$ cat src/rtl/multicycle_sequencer_pkg.sv
// Shared definitions for the multicycle RV64 phase sequencer.
//   - state_e  : sequencer FSM states
//   - PH_*     : phase codes presented on the phase output
//   - OP_*     : RV64 major opcodes recognised by the core
//   - err_e    : sticky error codes
//   - helpers  : opcode legality, memory-op detection, state-to-phase map
package multicycle_sequencer_pkg;

  typedef enum logic [2:0] {
    S_IDLE   = 3'd0,
    S_FETCH  = 3'd1,
    S_DECODE = 3'd2,
    S_EXEC   = 3'd3,
    S_MEM    = 3'd4,
    S_WB     = 3'd5,
    S_HALT   = 3'd6
  } state_e;

  localparam logic [2:0] PH_FETCH  = 3'd0;
  localparam logic [2:0] PH_DECODE = 3'd1;
  localparam logic [2:0] PH_EXEC   = 3'd2;
  localparam logic [2:0] PH_MEM    = 3'd3;
  localparam logic [2:0] PH_WB     = 3'd4;
  localparam logic [2:0] PH_IDLE   = 3'd7;

  localparam logic [6:0] OP_OP     = 7'b0110011;
  localparam logic [6:0] OP_IMM    = 7'b0010011;
  localparam logic [6:0] OP_LOAD   = 7'b0000011;
  localparam logic [6:0] OP_STORE  = 7'b0100011;
  localparam logic [6:0] OP_BRANCH = 7'b1100011;
  localparam logic [6:0] OP_JAL    = 7'b1101111;
  localparam logic [6:0] OP_JALR   = 7'b1100111;
  localparam logic [6:0] OP_LUI    = 7'b0110111;
  localparam logic [6:0] OP_AUIPC  = 7'b0010111;
  localparam logic [6:0] OP_OP32   = 7'b0111011;
  localparam logic [6:0] OP_IMM32  = 7'b0011011;
  localparam logic [6:0] OP_SYSTEM = 7'b1110011;

  typedef enum logic [1:0] {
    ERR_NONE    = 2'd0,
    ERR_ILLEGAL = 2'd1,
    ERR_IMEM_TO = 2'd2,
    ERR_DMEM_TO = 2'd3
  } err_e;

  function automatic logic is_legal_op(input logic [6:0] op);
    case (op)
      OP_OP, OP_IMM, OP_LOAD, OP_STORE, OP_BRANCH, OP_JAL,
      OP_JALR, OP_LUI, OP_AUIPC, OP_OP32, OP_IMM32, OP_SYSTEM: return 1'b1;
      default:                                                 return 1'b0;
    endcase
  endfunction

  function automatic logic is_mem_op(input logic [6:0] op);
    return (op == OP_LOAD) || (op == OP_STORE);
  endfunction

  function automatic logic [2:0] phase_of(input state_e s);
    case (s)
      S_FETCH:  return PH_FETCH;
      S_DECODE: return PH_DECODE;
      S_EXEC:   return PH_EXEC;
      S_MEM:    return PH_MEM;
      S_WB:     return PH_WB;
      default:  return PH_IDLE;
    endcase
  endfunction

endpackage

$ cat src/rtl/multicycle_sequencer_wait_timer.sv
// seq_wait_timer: counts consecutive un-acknowledged memory request cycles.
//   clk, rst  : clock, async active-high reset
//   req_i     : a request is outstanding this cycle
//   ack_i     : the memory acknowledges this cycle
//   clr_i     : restart the count (sequencer changes state)
//   expire_o  : this is the MAX_WAIT-th un-acked cycle; an ack in the same
//               cycle suppresses it so the transfer wins over the timeout
module seq_wait_timer #(
  parameter int MAX_WAIT = 16
) (
  input  logic clk,
  input  logic rst,
  input  logic req_i,
  input  logic ack_i,
  input  logic clr_i,
  output logic expire_o
);

  // Holds the number of earlier stalled cycles, so MAX_WAIT-1 suffices.
  localparam int CW = (MAX_WAIT > 1) ? $clog2(MAX_WAIT) : 1;

  logic [CW-1:0] cnt_q;
  logic          stall;

  assign stall    = req_i & ~ack_i;
  assign expire_o = stall & (cnt_q == CW'(MAX_WAIT - 1));

  always_ff @(posedge clk or posedge rst) begin
    if (rst) begin
      cnt_q <= '0;
    end else if (clr_i) begin
      cnt_q <= '0;
    end else if (stall) begin
      cnt_q <= cnt_q + CW'(1);
    end
  end

endmodule

$ cat src/rtl/multicycle_sequencer.sv
// multicycle_sequencer: phase controller for the five-phase multicycle RV64
// core. Sequences FETCH/DECODE/EXEC/MEM/WB, stalls on memory handshakes,
// halts on ECALL, halt request, illegal opcode or memory timeout.
//   run, halt_req         : start level / stop request (instruction boundary)
//   opcode                : current instruction opcode, valid from DECODE
//   imem_req/imem_ack     : instruction fetch handshake
//   dmem_req/dmem_ack     : data access handshake (loads/stores only)
//   phase                 : 0..4 active phase, 7 when idle or halted
//   opnd_en .. pc_en      : one-cycle datapath latch enables
//   busy, halted, err     : status; err is sticky until rst
//   cycle_cnt, instret    : busy-cycle and retired-instruction counters
module multicycle_sequencer
  import multicycle_sequencer_pkg::*;
#(
  parameter int MAX_WAIT = 16,
  parameter int CNT_W    = 64
) (
  input  logic             clk,
  input  logic             rst,
  input  logic             run,
  input  logic             halt_req,
  input  logic [6:0]       opcode,
  output logic             imem_req,
  input  logic             imem_ack,
  output logic             dmem_req,
  input  logic             dmem_ack,
  output logic [2:0]       phase,
  output logic             opnd_en,
  output logic             aluout_en,
  output logic             wb_en,
  output logic             rf_we_en,
  output logic             pc_en,
  output logic             busy,
  output logic             halted,
  output logic [1:0]       err,
  output logic [CNT_W-1:0] cycle_cnt,
  output logic [CNT_W-1:0] instret
);

  state_e           state_q, state_d;
  err_e             err_q, err_d;
  logic             mem_op_q;      // current instruction is a load/store
  logic             halt_pend_q;   // halt_req seen since the last WB
  logic [2:0]       phase_q;
  logic             imem_req_q, dmem_req_q, opnd_en_q, aluout_en_q;
  logic             mem_phase_q, rf_we_en_q, pc_en_q, busy_q, halted_q;
  logic [CNT_W-1:0] cycle_cnt_q, instret_q;

  logic wait_req, wait_ack, wait_expire, state_chg, stop_at_wb;

  // The timer watches whichever handshake the current state is waiting on.
  assign wait_req  = (state_q == S_FETCH) | ((state_q == S_MEM) & mem_op_q);
  assign wait_ack  = (state_q == S_FETCH) ? imem_ack : dmem_ack;
  assign state_chg = (state_d != state_q);

  seq_wait_timer #(.MAX_WAIT(MAX_WAIT)) u_wait_timer (
    .clk      (clk),
    .rst      (rst),
    .req_i    (wait_req),
    .ack_i    (wait_ack),
    .clr_i    (state_chg),
    .expire_o (wait_expire)
  );

  assign stop_at_wb = (opcode == OP_SYSTEM) | halt_pend_q | halt_req;

  always_comb begin
    // NOTE: every variable gets a default first so no path can infer a latch.
    state_d = state_q;
    err_d   = err_q;
    case (state_q)
      S_IDLE:   if (run) state_d = S_FETCH;
      S_FETCH: begin
        if (imem_ack) begin
          state_d = S_DECODE;
        end else if (wait_expire) begin
          state_d = S_HALT;
          if (err_q == ERR_NONE) err_d = ERR_IMEM_TO;
        end
      end
      S_DECODE: begin
        if (is_legal_op(opcode)) begin
          state_d = S_EXEC;
        end else begin
          state_d = S_HALT;
          if (err_q == ERR_NONE) err_d = ERR_ILLEGAL;
        end
      end
      S_EXEC:   state_d = S_MEM;
      S_MEM: begin
        if (!mem_op_q || dmem_ack) begin
          state_d = S_WB;
        end else if (wait_expire) begin
          state_d = S_HALT;
          if (err_q == ERR_NONE) err_d = ERR_DMEM_TO;
        end
      end
      S_WB:     state_d = stop_at_wb ? S_HALT : S_FETCH;
      S_HALT:   if (!run) state_d = S_IDLE;
      default:  state_d = S_IDLE;
    endcase
  end

  // Outputs are registered from the next state so each one is a clean flop
  // that changes together with the state it decodes.
  // NOTE: the reset branch is asynchronous so a reset mid-instruction drops
  // every enable immediately, without waiting for a clock edge.
  always_ff @(posedge clk or posedge rst) begin
    if (rst) begin
      state_q     <= S_IDLE;
      err_q       <= ERR_NONE;
      mem_op_q    <= 1'b0;
      halt_pend_q <= 1'b0;
      phase_q     <= PH_IDLE;
      imem_req_q  <= 1'b0;
      dmem_req_q  <= 1'b0;
      opnd_en_q   <= 1'b0;
      aluout_en_q <= 1'b0;
      mem_phase_q <= 1'b0;
      rf_we_en_q  <= 1'b0;
      pc_en_q     <= 1'b0;
      busy_q      <= 1'b0;
      halted_q    <= 1'b0;
      cycle_cnt_q <= '0;
      instret_q   <= '0;
    end else begin
      // NOTE: non-blocking assignments so every flop samples pre-edge values.
      state_q <= state_d;
      err_q   <= err_d;
      if (state_q == S_DECODE) mem_op_q <= is_mem_op(opcode);
      halt_pend_q <= (state_q == S_WB) ? 1'b0 : (halt_pend_q | halt_req);

      phase_q     <= phase_of(state_d);
      imem_req_q  <= (state_d == S_FETCH);
      dmem_req_q  <= (state_d == S_MEM) & mem_op_q;
      opnd_en_q   <= (state_d == S_DECODE);
      aluout_en_q <= (state_d == S_EXEC);
      mem_phase_q <= (state_d == S_MEM);
      rf_we_en_q  <= (state_d == S_WB);
      pc_en_q     <= (state_d == S_WB);
      busy_q      <= (state_d != S_IDLE) && (state_d != S_HALT);
      halted_q    <= (state_d == S_HALT);

      if (busy_q)            cycle_cnt_q <= cycle_cnt_q + CNT_W'(1);
      if (state_q == S_WB)   instret_q   <= instret_q + CNT_W'(1);
    end
  end

  assign phase     = phase_q;
  assign imem_req  = imem_req_q;
  assign dmem_req  = dmem_req_q;
  assign opnd_en   = opnd_en_q;
  assign aluout_en = aluout_en_q;
  // The writeback latch must close on the acked MEM cycle only, so it is the
  // one enable that also looks at the live dmem_ack.
  assign wb_en     = mem_phase_q & (~mem_op_q | dmem_ack);
  assign rf_we_en  = rf_we_en_q;
  assign pc_en     = pc_en_q;
  assign busy      = busy_q;
  assign halted    = halted_q;
  assign err       = err_q;
  assign cycle_cnt = cycle_cnt_q;
  assign instret   = instret_q;

endmodule

$ cat config.mk
export PLATFORM = sky130hd
export DESIGN_NAME = multicycle_sequencer
export DESIGN_NICKNAME = d
export VERILOG_FILES = /design/src/rtl/multicycle_sequencer_pkg.sv /design/src/rtl/multicycle_sequencer_wait_timer.sv /design/src/rtl/multicycle_sequencer.sv
export SDC_FILE = /design/constraint.sdc
export NUM_CORES = 1
export LEC_CHECK = 0
export CAP_MARGIN = 20
export CORE_ASPECT_RATIO = 0.9
export CORE_UTILIZATION = 35
export DETAILED_ROUTE_END_ITERATION = 8
export SETUP_SLACK_MARGIN = 0.5
export SKIP_LAST_GASP = 1
export SLEW_MARGIN = 20
export SYNTH_ARGS = -nofsm -noshare
export SYNTH_HDL_FRONTEND = slang
export SYNTH_SLANG_ARGS = --single-unit
$ cat constraint.sdc
create_clock -name clk -period 5.81 [get_ports clk]
set_input_delay 1.4525 -clock clk [delete_from_list [all_inputs] [get_ports clk]]
set_output_delay 1.4525 -clock clk [all_outputs]
set_load 0.02 [all_outputs]
==> impl_metrics.toml <==
[clocking]
postCtsHoldBufs = 0
cts_resized = 0
h-tree-depth = 4
cts_buffers = 17
clockBufferDepth = 2
cts-root-buf = "clkbuf_16"
clkLatencyLatePin_ns = 0.42
cts_setup_buffers = 0
clkTransAtPathRegs_ns = 0.07
cts_tree = "built"
cts.sinks = 150

[floorplanning]
start_util = 0.357
die_y_um = 137
core_um2 = 20000
row_count = 49
die_area_um2 = 21000
die-width_um = 152
num_io_pins = 155

[setup_path]
arrival_ns = 2.75
critPathRequiredTime_ns = 4.36
endpoint_kind = "output port"
crit_type = "in -> out"
crit_top_cell = "clkdlybuf4s50_1"
slowest_stage = "clkdlybuf4s50_1"
critPathLaunchType = "primary input"
cp_max_fo = 2
cpPeakStageDelay_ns = 0.59
critical_path.cell_chain = "clkdlybuf4s50_1 -> nand2b_1 -> and2_1 -> clkdlybuf4s50_1"

[final_layout]
final_util = 0.475
final_nets = 833
drive_gt1_frac = 0.0711
multi_input_area_um2 = 3210
fill_cells = 1888
n_antenna_cell = 0
syn2layout_area_growth_pct = 33.1
final_cells = 1085
final-seq-area_um2 = 3760

[grt]
grt_pass1_wl_um = 28200
grt_pass1_vias = 5339
grt_max_degree = 151
grt_usage = 0.171
antenna_found_initial = 0
grt-ovfl-total = 0

[power]
p_leak_nw = 4.19
irDropWorstVdd_v = 0.000166
power_density_nw_per_um2 = 293

[sta]
fmax_ghz = 0.238
worst_slew_pin_slew_ns = 0.837
finalHoldViolCount = 0
relSlewSlack = 0.442
setup_violations = 0
post-route-period-util = 0.724
fin_crit_ns = 4.21
rsz0062_at_grt = "no"
slew_violations = 0
finClkSkew_ns = 0.0102
fin_setup_tns_ns = 0

[placed_design]
hpwl_um = 11800
numPortBuffers = 154
dp_cells = 1053
finalWeightedCongestion = 0.761

[synthesis]
ys.flop_type = "dfrtp_1"
synthAdderAreaFrac = 0.00526
synth.avg_cell_area_um2 = 10.8
synthMuxAreaShare = 0.00298
synth-seq-area-share = 0.527
synth_xor_area_frac = 0.158
synthCells = 658
synthSimpleGateAreaFrac = 0.255
ys_types = 58
synth_edf_count = 0
synth_compound_area_frac = 0.0286
synth_top_family_by_area = "simple AND/OR/NAND/NOR gates"
ys_seq_elements = 150
async_flop_share = 1.00
ys_warn_count = 0
synth_area_um2 = 7130
syn_nets = 674

[detailed_routing]
routed_wl_um = 16900
wl_per_cell_um = 15.6
drt_iter0_drc = 224
vias_per_cell = 5.07
via_count = 5506
drc = 9
postRouteAntennaNets = 0
first_pass_iters = 6

[job]
maxCapViolCount = 0

[min_path]
hold_class = "reg -> reg"

[run_status]
failed_checks = "design-rule violations"
status = "finished, violations left"
==> registers in the layout (all words and copies together) (netlist names), 2 cells and up <==
name                count
state_q                 3
err                     2
cycle_cnt              64
phase                   3
instret                64
u_wait_timer.cnt_q      4
==> placed cells by master (no fill, tap or decap), drive strengths merged, types with 4 or more instances in the layout <==
cell           instances
nor3b                  4
nor3                  38
nand2b                 5
inv                   24
nor2                  41
and3                  12
clkbuf                18
xor2                  74
nand4                 35
clkinv                 4
or3                    4
xnor2                 55
and2                   7
clkinvlp               5
dfrtp                147
nor4                  28
nand2                 57
a21oi                  6
and4                  18
nand3                 42
clkdlybuf4s50        154
==> stage by stage <==
| stage | hold WS [ns] | worst slack (ns) | power [mW] | cell area (µm²) |
|---|---|---|---|---|
| 6_report | 0.472 | 1.60 | 2.78 | 9490 |
| 3_3_place_gp | 0.460 | 1.62 | 1.77 | 8930 |
| 4_1_cts | 0.475 | 1.60 | 2.82 | 9490 |
| 5_1_grt | 0.501 | 1.53 | 2.91 | 9490 |
| 3_5_place_dp | 0.461 | 1.61 | 1.77 | 8940 |
| 2_1_floorplan | 0.471 | 2.47 | 1.56 | 7140 |
==> routing by layer <==
metal | vias to the layer above | wire length [µm] | global-route usage
li1 | 2663 | - | -
met3 | 15 | 1050 | 0.0450
met2 | 133 | 7480 | 0.262
met4 | 0 | 149 | 0.0499
met1 | 2695 | 8190 | 0.238
met5 | - | 0 | 0
==> cells in the mapped netlist (2+ instances only) <==
master / instances / share of area
o21ai_0: 2 / 0.0014
nor3b_1: 4 / 0.0042
nor4_4: 3 / 0.0089
nor4_1: 21 / 0.018
a21o_1: 2 / 0.0021
a21oi_1: 5 / 0.0035
nor2b_1: 2 / 0.0018
dfstp_2: 3 / 0.011
nand4_4: 2 / 0.0060
nor2_1: 41 / 0.022
and3_1: 12 / 0.011
ha_1: 3 / 0.0053
nor3_1: 36 / 0.025
inv_1: 19 / 0.010
nand4_1: 31 / 0.027
nand3_1: 42 / 0.029
xnor2_1: 55 / 0.068
dfrtp_1: 147 / 0.52
and4b_1: 2 / 0.0028
nand4bb_1: 2 / 0.0032
xor2_1: 74 / 0.091
buf_4: 3 / 0.0032
buf_2: 7 / 0.0049
nand2b_1: 5 / 0.0044
or3_1: 4 / 0.0035
a31oi_1: 2 / 0.0018
nor3_2: 2 / 0.0028
nor4b_1: 3 / 0.0037
and4_1: 17 / 0.021
a211oi_1: 2 / 0.0021
nand2_1: 57 / 0.030
nor4_2: 4 / 0.0070
nand4_2: 2 / 0.0035
and2_1: 7 / 0.0061
clkbuf_1: 6 / 0.0032
o31a_1: 3 / 0.0037
or2_2: 2 / 0.0018
o311a_1: 2 / 0.0028
nand4b_1: 3 / 0.0037
==> worst max-delay path, delay by kind of cell <==
kind / cells / cell delay (ns)
buf+inv: 2 / 1.06
simple gates: 2 / 0.23
==> area by class of cell <==
class	count	area share
timing repair buffer	157	0.166
clock buffer	18	0.0452
tap	255	0.0336
multi-input combinational	472	0.338
sequential	150	0.396
clock inverter	14	0.0125
inverter	19	0.00791
==> where the power goes <==
| part | internal [mW] | total [mW] | leakage [nW] | switching [mW] |
|---|---|---|---|---|
| logic | 0.233 | 0.506 | 1.89 | 0.273 |
| clock network | 0.558 | 1.03 | 0.258 | 0.476 |
| registers | 1.13 | 1.24 | 2.05 | 0.110 |
| total | 1.92 | 2.78 | 4.19 | 0.859 |
==> final timing paths <==
check / from / end / slack, ns / cells after the start
setup / recovery: dmem_ack / wb_en / 1.60 / 4
hold / removal: instret[63] / instret[63] / 0.47 / 1
setup reg to reg: state_q[0] / instret[38] / 3.28 / 5
hold reg to reg: instret[63] / instret[63] / 0.47 / 1
max in group asynchronous: rst / instret[34] / 3.56 / 3
min in group asynchronous: rst / cycle_cnt[5] / 1.62 / 3
==> kinds of logic (layout without fill, tap and decap cells) <==
group / Yosys count / after routing
adders and majority gates: 3 / 3
muxes: 2 / 2
xor gates and xnor gates: 129 / 129
and+or+nand+nor: 311 / 311
AOI/OAI and AO/OA: 27 / 27
DFF: 150 / 150
buffers and inverters: 36 / 208
Power figures use the tool's default switching activity.
